===== config.mk =====
export PLATFORM = sky130hd
export DESIGN_NAME = voice_allocator
export DESIGN_NICKNAME = d
export VERILOG_FILES = /design/src/rtl/voice_allocator.sv
export SDC_FILE = /design/constraint.sdc
export NUM_CORES = 1
export LEC_CHECK = 0
export ABC_AREA = 1
export ABC_CLOCK_PERIOD_IN_PS = 16400
export CORE_ASPECT_RATIO = 1.75
export CORE_MARGIN = 1
export CORE_UTILIZATION = 61
export CTS_BUF_LIST = sky130_fd_sc_hd__clkbuf_8
export CTS_CLUSTER_SIZE = 14
export DETAILED_ROUTE_END_ITERATION = 7
export DONT_BUFFER_PORTS = 1
export PLACE_DENSITY = 0.87
export RECOVER_POWER = 50
export SLEW_MARGIN = 20
export SYNTH_ARGS = -nofsm -noshare
export SYNTH_HDL_FRONTEND = slang
export SYNTH_SLANG_ARGS = --single-unit

===== constraint.sdc =====
create_clock -name clk -period 16.4 [get_ports clk]
set_input_delay 3.28 -clock clk [delete_from_list [all_inputs] [get_ports clk]]
set_output_delay 3.28 -clock clk [all_outputs]
set_load 0.03 [all_outputs]

===== src/rtl/voice_allocator.sv =====
// Voice scheduler: key-on/off events to a pool of voices (idle first, then steal releasing/oldest).
// Latency 2 edges to gate (3 when stealing); key_ready drops for the whole event, one event in flight.
module voice_allocator #(
  parameter int NUM_VOICES = 4,
  parameter int KEY_W      = 6,
  parameter int AGE_W      = 8
) (
  input  logic                        clk,
  input  logic                        reset,
  input  logic                        key_valid,
  input  logic                        key_on,
  input  logic [KEY_W-1:0]            key_code,
  output logic                        key_ready,
  input  logic [NUM_VOICES-1:0]       voice_idle,
  output logic [NUM_VOICES-1:0]       voice_note_on,
  output logic [NUM_VOICES*KEY_W-1:0] voice_key,
  output logic [NUM_VOICES-1:0]       voice_rst_n
);

  localparam int VW = (NUM_VOICES > 1) ? $clog2(NUM_VOICES) : 1;

  typedef enum logic [1:0] {ST_IDLE, ST_SEARCH, ST_KILL, ST_ASSIGN} state_t;

  state_t                      r_state;
  state_t                      w_next;
  logic                        r_ready;
  logic                        r_ev_on;
  logic [KEY_W-1:0]            r_ev_code;
  logic [VW-1:0]               r_v;
  logic [VW-1:0]               w_tgt;
  logic [AGE_W-1:0]            r_age [NUM_VOICES];
  logic [NUM_VOICES-1:0]       r_note_on;
  logic [NUM_VOICES*KEY_W-1:0] r_key;
  logic [NUM_VOICES-1:0]       r_rst_n;

  logic             w_match_ok, w_free_ok, w_rel_ok, w_held_ok;
  logic [VW-1:0]    w_match_idx, w_free_idx, w_rel_idx, w_held_idx;
  logic [AGE_W-1:0] w_rel_age, w_held_age;

  // A voice still gated is never "free", even if its envelope reports idle.
  always_comb begin
    w_match_ok  = 1'b0;
    w_match_idx = '0;
    w_free_ok   = 1'b0;
    w_free_idx  = '0;
    w_rel_ok    = 1'b0;
    w_rel_idx   = '0;
    w_rel_age   = '0;
    w_held_ok   = 1'b0;
    w_held_idx  = '0;
    w_held_age  = '0;
    for (int i = 0; i < NUM_VOICES; i++) begin
      if (!w_match_ok && r_note_on[i] && (r_key[i*KEY_W +: KEY_W] == r_ev_code)) begin
        w_match_ok  = 1'b1;
        w_match_idx = VW'(i);
      end
      if (!w_free_ok && voice_idle[i] && !r_note_on[i]) begin
        w_free_ok  = 1'b1;
        w_free_idx = VW'(i);
      end
      if (!r_note_on[i] && !voice_idle[i] && (!w_rel_ok || (r_age[i] > w_rel_age))) begin
        w_rel_ok  = 1'b1;
        w_rel_idx = VW'(i);
        w_rel_age = r_age[i];
      end
      if (r_note_on[i] && (!w_held_ok || (r_age[i] > w_held_age))) begin
        w_held_ok  = 1'b1;
        w_held_idx = VW'(i);
        w_held_age = r_age[i];
      end
    end
  end

  always_comb begin
    w_next = r_state;
    w_tgt  = r_v;
    case (r_state)
      ST_IDLE: begin
        if (key_valid && r_ready) w_next = ST_SEARCH;
      end
      ST_SEARCH: begin
        if (!r_ev_on) begin
          w_next = w_match_ok ? ST_ASSIGN : ST_IDLE;
          w_tgt  = w_match_idx;
        end else if (w_match_ok) begin
          w_next = ST_KILL;
          w_tgt  = w_match_idx;
        end else if (w_free_ok) begin
          w_next = ST_ASSIGN;
          w_tgt  = w_free_idx;
        end else if (w_rel_ok) begin
          w_next = ST_KILL;
          w_tgt  = w_rel_idx;
        end else begin
          w_next = ST_KILL;
          w_tgt  = w_held_idx;
        end
      end
      ST_KILL:   w_next = ST_ASSIGN;
      ST_ASSIGN: w_next = ST_IDLE;
      default:   w_next = ST_IDLE;
    endcase
  end

  always_ff @(posedge clk) begin
    if (!reset) begin
      r_state   <= ST_IDLE;
      r_ready   <= 1'b0;
      r_ev_on   <= 1'b0;
      r_ev_code <= '0;
      r_v       <= '0;
      r_note_on <= '0;
      r_key     <= '0;
      r_rst_n   <= '0;
      for (int i = 0; i < NUM_VOICES; i++) r_age[i] <= '0;
    end else begin
      r_state <= w_next;
      r_ready <= (w_next == ST_IDLE);
      r_rst_n <= '1;
      case (r_state)
        ST_IDLE: begin
          if (key_valid && r_ready) begin
            r_ev_on   <= key_on;
            r_ev_code <= key_code;
          end
        end
        ST_SEARCH: begin
          r_v <= w_tgt;
          // Ages only move on key-on; voices that are fully idle stay at zero.
          if (r_ev_on) begin
            for (int i = 0; i < NUM_VOICES; i++) begin
              if (VW'(i) == w_tgt) begin
                r_age[i] <= '0;
              end else if (r_note_on[i] || !voice_idle[i]) begin
                if (r_age[i] != '1) r_age[i] <= r_age[i] + AGE_W'(1);
              end else begin
                r_age[i] <= '0;
              end
            end
          end
        end
        ST_KILL: begin
          r_note_on[r_v] <= 1'b0;
          r_rst_n[r_v]   <= 1'b0;
        end
        ST_ASSIGN: begin
          r_note_on[r_v] <= r_ev_on;
          if (r_ev_on) r_key[r_v*KEY_W +: KEY_W] <= r_ev_code;
        end
        default: ;
      endcase
    end
  end

  assign key_ready     = r_ready;
  assign voice_note_on = r_note_on;
  assign voice_key     = r_key;
  assign voice_rst_n   = r_rst_n;

endmodule


* Word-level counts from Yosys, hierarchy flattened *
Memory sizes are Yosys's and may differ from the RTL's.
Cells that the tools add are included.

operators by class
  add/sub/neg operators = 5
  magnitude comparators = 8
  reduce and logical (&&, ||, !) cells = 62
  shift-type cells = 2
  $mul = 1
  equal/unequal tests = 14
  multiplexer cells = 135
  bitwise logic cells = 14

operator list
  kind                     number
  $mux 8                   18
  $mux 1                   95
  $gt 8x8->1               6
  $neg 5->34               1
  $shift 6x34->24 const A  1
  $shiftx 6x34->24         1
  $add 8x1->8 const B      4
  $mux 2                   16
  $ne 8x8->1 const B       4
  $logic_and 1x1->1        26
  $bwmux 24                1
  $eq 6x6->1               4
  $logic_not 1->1          20
  $or 1x1->1               12
  $logic_or 1x1->1         10
  $pmux 2 s4               1
  $pmux 4 s2               1
  $logic_not 2->1          3
  $and 4x4->4              1
  $bwmux 4                 1
  $eq 2x2->1 const A       2
  $eq 2x2->1 const B       2
  $mul 2x2->4 const B      1
  $mux 4                   1
  8 further kinds          9

word-level totals
  memories = 1
  memory bits (writable) = 32
  bits in registers = 44
  output and inout port bits = 33
  logic and storage cells = 250
  bits of input ports = 14

memories
  memory  words  bits a word  rd ports  clocked after memory_dff  write ports  RTL line  RTL
  r_age   4      8            4         0                         4            31        logic [AGE_W-1:0] r_age [NUM_VOICES];

* Longest topological paths before layout *
Gate-level depths: netlist of run 1.

  word-level depth = 29
  mapped depth = 50
  mapped depth without buffers = 48

* Worst setup path before layout of run 1 *
OpenSTA, ideal clock, no wires.

  path kind = input -> register
  start point = in voice_idle[0]
  end point = mem r_age[0][0], enable pin
  library setup time = 0.329 ns
  data required time = 16.071 ns
  arrival = 7.773 ns
  path slack = 8.298 ns
  buffers on the path = 2
  stages = 46
  cells stage by stage = nor2_2 -> nand2_1 -> ha_1 -> inv_1 -> o21bai_1 -> nand2_1 -> nand2_1 -> nand2_1 -> nand2_1 -> nand2_1 -> a21boi_0 -> inv_1 -> clkbuf_1 -> nand2_1 -> o21ai_0 -> ha_1 -> nand2_1 -> inv_1 -> [10 not listed] -> nor2_1 -> o21ai_0 -> nand2_1 -> nand2_1 -> nand2_1 -> nand2_1 -> a21boi_0 -> a21oi_1 -> nand2_1 -> nand2_1 -> nand2_1 -> nand2_1 -> nand2_2 -> nand2_2 -> nand2_2 -> nand2_1 -> nand2_1 -> nand2_1

RTL lines
  item                RTL line  RTL
  start: declaration  14        input logic [NUM_VOICES-1:0] voice_idle,
  end: declaration    31

==> flow_summary.yaml, run 1 <==
placed_design:
  portBuffers: 0
  dp_hpwl_um: 12900
  gp_congestion: 0.955
  dpl_cell_area_um2: 5900
detailed_routing:
  drt_iter0_drc: 318
  viasPerCell: 5.87
  drc_errors: 0
  avgRoutedWirePerCell_um: 17.0
  wl_um: 16100
  ant_nets: 0
  vias: 5556
  drt_first_pass_iters: 5
sta:
  max_slew.worst_pin.slew_ns: 0.942
  whs_ns: 0.585
  fin_setup_tns_ns: 0
  finalSetupViolCount: 0
  clock.fmax_ghz: 0.115
  finalCritPeriodShare: 0.529
  slew_headroom: 0.371
  drv_slew: 0
  fin_crit_ns: 8.67
  hold_violations: 0
  finClkSkew_ns: 0.0140
  rsz0062_at_grt: "no"
global_routing:
  grt_pass1_wl_um: 25600
  grt_max_degree: 29
  grt_remaining_overflow: 0
  first_global_vias: 5552
  grt.total_usage: 0.343
  antenna_found_initial: 0
clock_tree:
  clk_pin_slew_ns: 0.08
  cts_hold_buf: 0
  cts_buffer_depth: 2
  cts_tree: "built"
  cts_sinks: 76
  clk_latency_ns: 0.36
  clockRootBuffer: "clkbuf_8"
  cts_buffers: 9
  htree_levels: 3
  cts_setup_buffers: 0
  cts_resized: 0
finish:
  nFillCells: 773
  layout-drive-gt1-share: 0.0581
  area_growth_pct: 4.62
  antenna_cells: 0
  postLayoutCellArea_um2: 6090
  nets: 895
synthesis:
  synthCells: 827
  ys_types: 46
  netlist_area_um2: 5820
  synthTopCellsByArea: "edfxtp_1 17%, nand2_1 15%, dfxtp_1 15%"
  synth_largest_area_cell: "edfxtp_1"
  ys_seq_area_frac: 0.316
  synth_edf_count: 32
  syn_area_per_cell_um2: 7.04
  synthFlopType: "dfxtp_1"
  yosys_warnings: 0
  syn-num-nets: 901
  synthArstFlopShare: 0
  yosys.area.top_type_share: 0.165
  synth_seq_cells: 76
status:
  status: "complete, no violations"
setup_path:
  cp_max_fo: 17
  critical-path-max-stage-delay_ns: 0.45
  endpoint_kind: "flip-flop"
  crit_type: "in -> reg"
  crit_slowest_cell: "o21ai_0"
  cpMostUsedCell: "nand2_1"
  critPathLaunchType: "input port"
  cp.required_ns: 16.43
  cp.arrival_ns: 8.71
die:
  row_count: 46
  initial_core_util: 0.636
  die_x_um: 75.9
  coreArea_um2: 9150
  dieArea_um2: 9960
  io-pin-count: 47
  die_h_um: 131
run:
  max_cap_violations: 0
pwr:
  ir_drop_mv: 0.0787
  total_power_uw: 445
  p_leak_nw: 2.67
  powerDensity_nw_per_um2: 73.0
hold_path:
  hold_path_class: "reg -> reg"
-- cell usage in the layout (no fill, tap or decap), types with 2 or more instances in the layout --
cell,n
nand2_1,238
nor2_1,95
inv_1,86
o21ai_0,63
a21oi_1,60
ha_1,60
dfxtp_1,44
edfxtp_1,32
nand3_1,23
nand4_1,13
xor2_1,13
xnor2_1,12
clkbuf_8,9
inv_2,6
nand2_2,6
o21a_1,5
nor2_2,5
o2111ai_1,4
o21bai_1,3
or2_0,3
nor3_1,3
nor3_2,3
nand3_2,3
a311oi_1,3
o41ai_1,3
a21boi_0,2
o22ai_1,2
nor2_4,2
nand2_4,2
o32ai_1,2
a22oi_1,2
a31oi_1,2
clkinv_2,2
clkinv_4,2
-- where the power goes --
group          leakage (nW)  internal (mW)  switching [mW]  total (mW)
Sequential            0.689          0.203          0.0140       0.217
Combinational          1.88         0.0286          0.0584      0.0870
Clock                 0.100         0.0696          0.0709       0.141
-- final cells by class --
type,instances,area [um2],share of cell area
multi-input combinational,642,3560,0.585
clock inverter,7,68.8,0.0113
sequential,76,1840,0.302
clock buffer,9,124,0.0203
tap,120,150,0.0246
inverter,92,345,0.0567
-- per-stage QoR --
step	cells	worst slack, ns	utilization
2_1_floorplan	827	8.30	-
5_1_grt	946	7.09	0.666
6_report	946	7.73	0.666
3_5_place_dp	930	7.46	0.645
3_3_place_gp	930	7.69	0.645
4_1_cts	946	7.82	0.666
-- critical path: cells and delay by family --
family / cells / cell delay [ns]
and+or+nand+nor: 27 / 2.44
buffers and inverters: 4 / 0.41
adders and majority gates: 3 / 1.02
AOI/OAI and AO/OA: 9 / 1.55
-- cell usage after synthesis (4+ instances only) --
cell	instances
a21oi_1	60
clkbuf_1	12
dfxtp_1	44
edfxtp_1	32
ha_1	60
inv_1	84
inv_2	7
nand2_1	238
nand2_2	6
nand3_1	23
nand4_1	13
nor2_1	95
nor2_2	5
o2111ai_1	4
o21a_1	5
o21ai_0	63
xnor2_1	12
xor2_1	13
-- routing by layer --
| metal | global-route usage | routed length [um] | part of all wire |
|---|---|---|---|
| met3 | 0.0652 | 883 | 0.055 |
| met2 | 0.581 | 8250 | 0.51 |
| met4 | 0.299 | 1470 | 0.091 |
| met5 | 0 | 0 | 0 |
| met1 | 0.332 | 5520 | 0.34 |
-- sequential cells by signal, summed over array words and instances (netlist names) --
register / flops
voice_rst_n: 4
r_state: 2
voice_key: 24
r_age: 32
r_v: 2
voice_note_on: 4
r_ev_on: 1
r_ev_code: 6
key_ready: 1
-- kinds of logic after synthesis --
kind of cell               after synthesis  synth area share
AOI/OAI and AO/OA                      157             0.154
and+or+nand+nor                        400             0.291
xor gates and xnor gates                25            0.0376
adders and majority gates               60             0.129
buffers and inverters                  109            0.0720
DFF                                     76             0.316
-- final timing paths --
path | from | end | slack [ns] | cells past startpoint
max | voice_idle[0] | r_age[2][5] | 7.73 | 43
min | r_ev_code[5] | voice_key[5] | 0.58 | 2
max reg2reg | voice_note_on[0] | r_age[1][7] | 9.81 | 38
min reg2reg | r_ev_code[5] | voice_key[5] | 0.58 | 2
Power figures use the tool's default switching activity.
==> run 2, diff against run 1 <==
--- a/config.mk
+++ b/config.mk
@@ -6,15 +6,15 @@
 export NUM_CORES = 1
 export LEC_CHECK = 0
 export ABC_AREA = 1
-export ABC_CLOCK_PERIOD_IN_PS = 16400
+export ABC_CLOCK_PERIOD_IN_PS = 6900
 export CORE_ASPECT_RATIO = 1.75
 export CORE_MARGIN = 1
-export CORE_UTILIZATION = 61
+export CORE_UTILIZATION = 60
 export CTS_BUF_LIST = sky130_fd_sc_hd__clkbuf_8
 export CTS_CLUSTER_SIZE = 14
 export DETAILED_ROUTE_END_ITERATION = 7
 export DONT_BUFFER_PORTS = 1
-export PLACE_DENSITY = 0.87
+export PLACE_DENSITY = 0.89
 export RECOVER_POWER = 50
 export SLEW_MARGIN = 20
 export SYNTH_ARGS = -nofsm -noshare
==> constraint.sdc (replaced) <==
create_clock -name clk -period 6.9 [get_ports clk]
set_input_delay 1.38 -clock clk [delete_from_list [all_inputs] [get_ports clk]]
set_output_delay 1.38 -clock clk [all_outputs]
set_load 0.03 [all_outputs]
==> flow_summary.yaml, run 2 (synthesis results as in run 1) <==
status:
  status: "complete, no violations"
setup_path:
  cp.arrival_ns: 6.24
  crit_type: "in -> reg"
  critical-path-max-stage-delay_ns: 0.34
  cp.required_ns: 6.95
  startpoint: "voice_idle[0]"
  cpMostUsedCell: "nand2_1"
  r2r-start: "voice_note_on[0]"
  crit_family: "simple AND/OR/NAND/NOR gates"
  crit_buf_inv: 1
  endpoint_kind: "flip-flop"
  critPathLaunchType: "input port"
  cp_max_fo: 17
  crit_slowest_cell: "o21ai_0"
placed_design:
  pre_cts_ws_ns: 0.216
  dpl_cell_area_um2: 5910
  dp_hpwl_um: 12200
  gp_congestion: 0.985
  portBuffers: 0
detailed_routing:
  avgRoutedWirePerCell_um: 16.3
  wl_um: 15500
  drt_iter0_drc: 380
  drc_errors: 0
  drt_first_pass_iters: 6
  viasPerCell: 5.83
  ant_nets: 0
  vias: 5534
die:
  io-pin-count: 47
  row_count: 47
  initial_core_util: 0.615
  die_h_um: 132
  die_x_um: 76.5
  coreArea_um2: 9470
  dieArea_um2: 10100
global_routing:
  grt_max_degree: 29
  antenna_found_initial: 0
  first_global_vias: 5448
  grt_pass1_wl_um: 25200
  grt.total_usage: 0.318
  grt_remaining_overflow: 0
clock_tree:
  htree_levels: 3
  clockRootBuffer: "clkbuf_8"
  clk_latency_ns: 0.36
  cts_buffers: 9
  cts_tree: "built"
  cts_buffer_depth: 2
  clk_pin_slew_ns: 0.08
  cts_sinks: 76
sta:
  whs_ns: 0.541
  drv_slew: 0
  max_slew.worst_pin.slew_ns: 0.886
  finalCritPeriodShare: 0.897
  fin_setup_tns_ns: 0
  rsz0062_at_grt: "no"
  clock.fmax_ghz: 0.162
  setup_ws_ns: 0.713
  slew_headroom: 0.409
  hold_violations: 0
  finalSetupViolCount: 0
  fin_crit_ns: 6.19
  finClkSkew_ns: 0.0127
finish:
  nets: 896
  final_common_cell: "nand2_1"
  antenna_cells: 0
  largest_register_ffs: 32
  layout-drive-gt1-share: 0.0605
  most-common-layout-cells: "234 x nand2_1, 95 x nor2_1, 86 x inv_1"
  top_register: "r_age"
  postLayoutCellArea_um2: 6110
  utilization: 0.645
  area_growth_pct: 4.88
run:
  max_cap_violations: 0
hold_path:
  hold_start: "r_ev_on"
  hold_path_class: "reg -> reg"
pwr:
  powerDensity_nw_per_um2: 171
  ir_drop_mv: 0.160
  p_leak_nw: 2.66
==> run 2: changes by cell type in the layout (fill, tap and decap cells not counted), sizes merged <==
cell / delta
clkinvlp: +3
clkinv: -2
clkbuf: +1
inv: -1
==> run 2: area by class of cell <==
class                   count  area, um2
clock inverters             7       67.6
inverters                  92        345
flip-flops and latches     76       1840
multi-input cells         642       3570
clock buffers               9        124
well taps                 122        153
fillers                   839       3360
repair buffers              1       3.75
==> run 2: final timing paths <==
check | endpoint | slack [ns] | depth (start not counted)
setup / recovery | r_age[2][7] | 0.71 | 36
setup reg to reg | r_age[1][5] | 0.79 | 35
hold / removal | r_ev_on | 0.54 | 2
hold reg to reg | r_ev_on | 0.54 | 2
==> run 2: where the power goes <==
part,internal (mW),switching [mW],total [mW]
registers,0.482,0.0324,0.515
logic,0.0680,0.132,0.200
clock network,0.164,0.167,0.331
total,0.715,0.331,1.05
==> run 2: what timing repair did <==
item                       4_1_cts  5_1_grt
hold buffers                     0        0
buffers inserted                 0        0
gates resized for setup          0        4
setup endpoints to repair        0       32
==> run 2: metrics by stage <==
step | total power [mW] | cells
6_report | 1.05 | 949
3_3_place_gp | 0.713 | 933
4_1_cts | 1.04 | 949
3_5_place_dp | 0.718 | 933
2_1_floorplan | 0.672 | 827
5_1_grt | 1.10 | 949
==> run 2: metal layers <==
| layer | vias up | wire length [um] | track usage |
|---|---|---|---|
| met5 | - | 0 | 0 |
| met4 | 0 | 1220 | 0.257 |
| met3 | 92 | 909 | 0.0651 |
| met2 | 237 | 8100 | 0.597 |
| met1 | 2473 | 5240 | 0.287 |
| li1 | 2732 | - | - |
==> run 2: worst reg2reg max path, delay by kind of cell (launching register included) <==
kind,cells,cell delay (ns)
AND/OR/NAND/NOR,25,2.48
AO/OA/AOI/OAI,6,1.50
adder cells (fa/ha/maj),3,1.01
flip-flops,1,0.54
buffers and inverters,1,0.27
